[src/rtl/mem_port_arb.sv]
// Two-to-one round-robin arbiter sharing one single-beat memory port between
// instruction fetch (I) and load/store (D), with an order FIFO steering in-order responses.
module mem_port_arb #(
  parameter int C_BUS_SZ        = 32,
  parameter int C_ORDER_DEPTH_X = 2
) (
  input  logic                  clk_i,
  input  logic                  resetb_i,
  input  logic                  clk_en_i,
  output logic                  i_reqready_o,
  input  logic                  i_reqvalid_i,
  input  logic [1:0]            i_reqhpl_i,
  input  logic [C_BUS_SZ-1:0]   i_reqaddr_i,
  input  logic                  i_rspready_i,
  output logic                  i_rspvalid_o,
  output logic                  i_rsprerr_o,
  output logic [C_BUS_SZ-1:0]   i_rspdata_o,
  output logic                  d_reqready_o,
  input  logic                  d_reqvalid_i,
  input  logic [1:0]            d_reqhpl_i,
  input  logic [C_BUS_SZ-1:0]   d_reqaddr_i,
  input  logic                  d_reqwr_i,
  input  logic [C_BUS_SZ/8-1:0] d_reqbe_i,
  input  logic [C_BUS_SZ-1:0]   d_reqwdata_i,
  input  logic                  d_rspready_i,
  output logic                  d_rspvalid_o,
  output logic                  d_rsprerr_o,
  output logic [C_BUS_SZ-1:0]   d_rspdata_o,
  input  logic                  m_reqready_i,
  output logic                  m_reqvalid_o,
  output logic [1:0]            m_reqhpl_o,
  output logic [C_BUS_SZ-1:0]   m_reqaddr_o,
  output logic                  m_reqwr_o,
  output logic [C_BUS_SZ/8-1:0] m_reqbe_o,
  output logic [C_BUS_SZ-1:0]   m_reqwdata_o,
  output logic                  m_rspready_o,
  input  logic                  m_rspvalid_i,
  input  logic                  m_rsprerr_i,
  input  logic [C_BUS_SZ-1:0]   m_rspdata_i,
  output logic                  spurious_rsp_o
);

  localparam int DEPTH = 2 ** C_ORDER_DEPTH_X;

  // Handshakes: a transfer happens in a cycle where valid and ready are both high.
  // A valid request must be held, payload stable, until it is accepted; ready
  // may depend combinationally on valid (zero-latency acceptance).

  logic                       last_grant_q;
  logic                       lock_q;
  logic                       lock_src_q;
  logic                       spurious_q;
  logic [DEPTH-1:0]           order_q;
  logic [C_ORDER_DEPTH_X-1:0] wr_ptr_q;
  logic [C_ORDER_DEPTH_X-1:0] rd_ptr_q;
  logic [C_ORDER_DEPTH_X:0]   level_q;

  logic grant_any;
  logic grant_src;
  logic order_full;
  logic order_empty;
  logic head;
  logic sel_valid;
  logic push;
  logic pop;

  // Level never exceeds DEPTH, so its MSB alone marks a full FIFO.
  assign order_full  = level_q[C_ORDER_DEPTH_X];
  assign order_empty = (level_q == '0);
  assign head        = order_q[rd_ptr_q];

  always_comb begin
    grant_any = 1'b0;
    grant_src = 1'b0;
    if (lock_q) begin
      grant_any = 1'b1;
      grant_src = lock_src_q;
    end else if (i_reqvalid_i && !d_reqvalid_i) begin
      grant_any = 1'b1;
      grant_src = 1'b0;
    end else if (d_reqvalid_i && !i_reqvalid_i) begin
      grant_any = 1'b1;
      grant_src = 1'b1;
    end else if (i_reqvalid_i && d_reqvalid_i) begin
      grant_any = 1'b1;
      grant_src = ~last_grant_q;
    end
  end

  assign sel_valid    = grant_src ? d_reqvalid_i : i_reqvalid_i;
  assign m_reqvalid_o = grant_any & sel_valid & ~order_full;
  assign i_reqready_o = grant_any & ~grant_src & m_reqready_i & ~order_full;
  assign d_reqready_o = grant_any & grant_src & m_reqready_i & ~order_full;

  assign m_reqhpl_o   = grant_src ? d_reqhpl_i : i_reqhpl_i;
  assign m_reqaddr_o  = grant_src ? d_reqaddr_i : i_reqaddr_i;
  assign m_reqwr_o    = grant_src & d_reqwr_i;
  assign m_reqbe_o    = grant_src ? d_reqbe_i : '1;
  assign m_reqwdata_o = grant_src ? d_reqwdata_i : '0;

  assign m_rspready_o = ~order_empty & (head ? d_rspready_i : i_rspready_i);
  assign i_rspvalid_o = m_rspvalid_i & ~order_empty & ~head;
  assign d_rspvalid_o = m_rspvalid_i & ~order_empty & head;
  assign i_rsprerr_o  = m_rsprerr_i;
  assign d_rsprerr_o  = m_rsprerr_i;
  assign i_rspdata_o  = m_rspdata_i;
  assign d_rspdata_o  = m_rspdata_i;
  assign spurious_rsp_o = spurious_q;

  assign push = m_reqvalid_o & m_reqready_i;
  assign pop  = m_rspvalid_i & m_rspready_o;

  always_ff @(posedge clk_i or negedge resetb_i) begin
    if (!resetb_i) begin
      last_grant_q <= 1'b1;
      lock_q       <= 1'b0;
      lock_src_q   <= 1'b0;
      spurious_q   <= 1'b0;
      order_q      <= '0;
      wr_ptr_q     <= '0;
      rd_ptr_q     <= '0;
      level_q      <= '0;
    end else if (clk_en_i) begin
      if (push) begin
        order_q[wr_ptr_q] <= grant_src;
        wr_ptr_q          <= wr_ptr_q + 1'b1;
      end
      if (pop) begin
        rd_ptr_q <= rd_ptr_q + 1'b1;
      end
      case ({push, pop})
        2'b10:   level_q <= level_q + 1'b1;
        2'b01:   level_q <= level_q - 1'b1;
        default: level_q <= level_q;
      endcase
      // A presented but refused request pins the grant until it is taken.
      if (push) begin
        last_grant_q <= grant_src;
        lock_q       <= 1'b0;
      end else if (m_reqvalid_o) begin
        lock_q     <= 1'b1;
        lock_src_q <= grant_src;
      end
      if (m_rspvalid_i && order_empty) begin
        spurious_q <= 1'b1;
      end
    end
  end

endmodule

[config.mk]
export PLATFORM = sky130hd
export DESIGN_NAME = mem_port_arb
export DESIGN_NICKNAME = d
export VERILOG_FILES = /design/src/rtl/mem_port_arb.sv
export SDC_FILE = /design/constraint.sdc
export NUM_CORES = 1
export LEC_CHECK = 0
export ABC_CLOCK_PERIOD_IN_PS = 2830
export CORE_AREA = 2 2 113 115
export CTS_CLUSTER_DIAMETER = 30
export CTS_CLUSTER_SIZE = 8
export DETAILED_ROUTE_END_ITERATION = 16
export DIE_AREA = 0 0 115 117
export PLACE_DENSITY_LB_ADDON = 0.1
export REMOVE_ABC_BUFFERS = 1
export SLEW_MARGIN = 10
export SYNTH_ARGS = -nofsm -noshare
export SYNTH_HDL_FRONTEND = slang
export SYNTH_SLANG_ARGS = --single-unit
[constraint.sdc]
create_clock -name clk_i -period 2.83 [get_ports clk_i]
set_clock_uncertainty 0.2 [all_clocks]
set_input_delay 0.283 -clock clk_i [delete_from_list [all_inputs] [get_ports clk_i]]
set_output_delay 0.283 -clock clk_i [all_outputs]
set_load 0.05 [all_outputs]
==> results.py <==
metrics = {
    "routing": {
        "wirelength_um": 10300,
        "first_pass_iters": 6,
        "viasPerCell": 4.11,
        "drc": 0,
        "num_vias": 2068,
        "drtAntennaViolNets": 0,
        "wl_per_cell_um": 20.5,
        "drt_iter0_drc": 52,
    },
    "sta": {
        "final_max_slew_viol_count": 0,
        "slew_headroom_pct": 51.4,
        "final.period_utilization_pct": 94.1,
        "finalSetupViolations": 0,
        "worst_slack_ns": 0.167,
        "max_clock_freq_mhz": 376,
        "tightestPinTransition_ns": 0.727,
        "min_period_ns": 2.66,
        "holdWs_ns": 0.272,
        "finalHoldViolations": 0,
        "rsz0062_at_grt": "false",
    },
    "power": {
        "peakVddDrop_uv": 427,
        "power_leakage_nw": 1.63,
        "cellPowerDensity_nw_per_um2": 1220,
        "p_total_mw": 4.82,
    },
    "clocking": {
        "clockRootBuffer": "clkbuf_16",
        "cts.hold.buffers_added": 0,
        "cts.sinks": 15,
        "path_clk_slew_ns": 0.05,
        "htreeDepth": 1,
        "cts_tree": "yes",
        "cts_resized": 0,
        "cts_setup_buffers": 0,
        "cts_buffers": 3,
        "worstSkewPairLatency_ns": 0.24,
        "cts_buffer_depth": 2,
    },
    "layout": {
        "antenna-diode-count": 0,
        "drive_gt1_share_pct": 35.4,
        "post-route-util_pct": 32.1,
        "fin_nets": 507,
        "area_growth_pct": 95.1,
        "fillCellCount": 1297,
    },
    "critical_path": {
        "startpoint": "d_reqvalid_i",
        "cp.arrival_ns": 2.18,
        "worstPathMaxFanout": 47,
        "slowest_stage": "clkdlybuf4s50_1",
        "rr_worst_depth": 9,
        "r2r_start": "rd_ptr_q[0]$_DFFE_PN0P_",
        "crit_type": "primary input to output port",
        "end_kind": "output port",
        "worstSetupStartpointType": "primary input",
        "critPathMaxStageDelay_ns": 0.53,
        "crit_required_ns": 2.35,
        "crit_chain": "clkdlybuf4s50_1 -> inv_1 -> a211oi_1 -> a21o_2 -> buf_12 -> mux2_2 -> buf_4",
    },
    "synth": {
        "syn_area_um2": 2020,
        "yosys_warnings": 0,
        "synth_seq_cells": 15,
        "avgSynthCellArea_um2": 8.84,
        "ys_types": 33,
        "synth_cells": 229,
        "seq_area_frac_synth_pct": 18.6,
    },
    "floorplanning": {
        "die_h_um": 117,
        "io_pins": 291,
        "rows": 41,
        "initial_core_util_pct": 16.4,
        "die_w_um": 115,
        "die_area_um2": 13500,
        "core-area_um2": 12300,
    },
    "global_route": {
        "grt-ovfl-total": 0,
        "grt_pass1_vias": 2084,
        "gr-usage-all-layers_pct": 14.0,
        "grt_start_max_net_pins": 48,
        "grt_first_pass_wirelength_um": 13700,
        "grt_antenna_before_repair": 0,
    },
    "placed_design": {
        "gp_congestion": 0.678,
        "io_buffers": 191,
        "pre_cts_ws_ns": 0.156,
        "hpwl_um": 9020,
    },
    "flow_run": {
        "cap_violations": 0,
    },
    "run_status": {
        "outcome": "finished, final reports clean",
    },
    "min_path": {
        "holdCritPathClass": "primary input to async pin",
    },
}
[stage by stage]
stage	setup TNS (ns)	cell area, um^2	std cells
floorplan	-2.93	1480	153
global placement	0	3870	499
detailed placement	0	3870	499
CTS	0	3950	503
global route	0	3950	503
finish	0	3950	503
[critical path: cells and delay by family]
| kind | cells | cell delay [ns] |
|---|---|---|
| compound gates | 2 | 0.43 |
| mux | 1 | 0.41 |
| buf+inv | 4 | 1.03 |
[layout make-up]
type | instances | area (um^2) | share of cell area [%]
Sequential cell | 15 | 377 | 9.54
Inverter | 8 | 30.0 | 0.760
Multi-Input combinational cell | 130 | 1070 | 27.2
Clock buffer | 3 | 75.1 | 1.90
Tap cell | 150 | 188 | 4.75
Timing Repair Buffer | 196 | 2200 | 55.7
Clock inverter | 1 | 5.00 | 0.127
[cells by family after synthesis]
kind of cell / Yosys count / synth area share [%]
buffers and inverters: 84 / 28.4
and+or+nand+nor: 61 / 17.9
muxes: 38 / 21.6
AOI/OAI and AO/OA: 19 / 6.80
DFF: 15 / 18.6
xor gates and xnor gates: 6 / 2.60
adders and majority gates: 6 / 4.08
[power by group]
| part | switching (mW) | total (mW) | internal (mW) | leakage, nW |
|---|---|---|---|---|
| Sequential | 0.0936 | 0.422 | 0.328 | 0.175 |
| Clock | 0.0929 | 0.282 | 0.189 | 0.0409 |
| Combinational | 2.41 | 4.11 | 1.70 | 1.42 |
[registers in the layout (all words and copies together), names as in the netlist]
register and flops:
last_grant_q 1, order_q 4, lock_q 1, lock_src_q 1, wr_ptr_q 2, spurious_rsp_o 1
level_q 3, rd_ptr_q 2
[final timing paths]
check,end,slack [ns]
worst max register to register,level_q[2]$_DFFE_PN0P_,0.26
worst min-delay path,spurious_rsp_o$_DFFE_PN0P_,0.27
worst max-delay path,m_reqhpl_o[0],0.17
min in group clk_i,spurious_rsp_o$_DFFE_PN0P_,0.27
worst min register to register,spurious_rsp_o$_DFFE_PN0P_,0.27
max in group asynchronous,level_q[1]$_DFFE_PN0P_,1.70
[cell usage after synthesis]
library cell   n  share of area (%)
a211oi_1       1               0.37
a21o_1         2               0.74
a21oi_1        1               0.25
a31oi_1        6                1.9
a41oi_1        5                2.2
and2_1        38                 12
and3_1         1               0.31
and3_2         1               0.37
buf_2          3               0.74
buf_4         66                 24
buf_6          1               0.56
clkbuf_1       6                1.1
dfrtp_1       14                 17
dfstp_2        1                1.3
fa_1           1               0.99
ha_1           5                3.1
inv_1          8                1.5
mux2_2        36                 20
mux2i_1        1               0.49
mux4_2         1                1.1
nand2_1        4               0.74
nand2b_1       6                1.9
nand3_1        1               0.25
nand4_1        1               0.31
nor2_1         6                1.1
nor3_1         2               0.49
nor4b_2        1               0.74
o21a_1         1               0.37
o21ai_0        1               0.25
o21bai_1       1               0.37
o311ai_0       1               0.43
xnor2_1        3                1.3
xor2_1         3                1.3
[routing by layer]
layer	part of all wire (%)	global-route usage [%]	up-vias
li1	-	-	945
met1	38	15.8	963
met2	48	22.4	158
met3	14	9.22	2
met4	0.24	1.53	0
met5	0	6.67	-
[placed cells by master, fill, tap and decap left out, types with 2 or more instances in the layout]
| cell | instances |
|---|---|
| a31oi_1 | 6 |
| a41oi_1 | 5 |
| and2_1 | 38 |
| buf_12 | 35 |
| buf_4 | 45 |
| clkbuf_16 | 3 |
| clkdlybuf4s50_1 | 116 |
| dfrtp_1 | 14 |
| ha_1 | 5 |
| inv_1 | 8 |
| mux2_2 | 36 |
| nand2_1 | 4 |
| nand2b_1 | 6 |
| nor2_1 | 6 |
| nor3_1 | 2 |
| xnor2_1 | 3 |
| xor2_1 | 3 |
(Power assumes the default switching activity.)
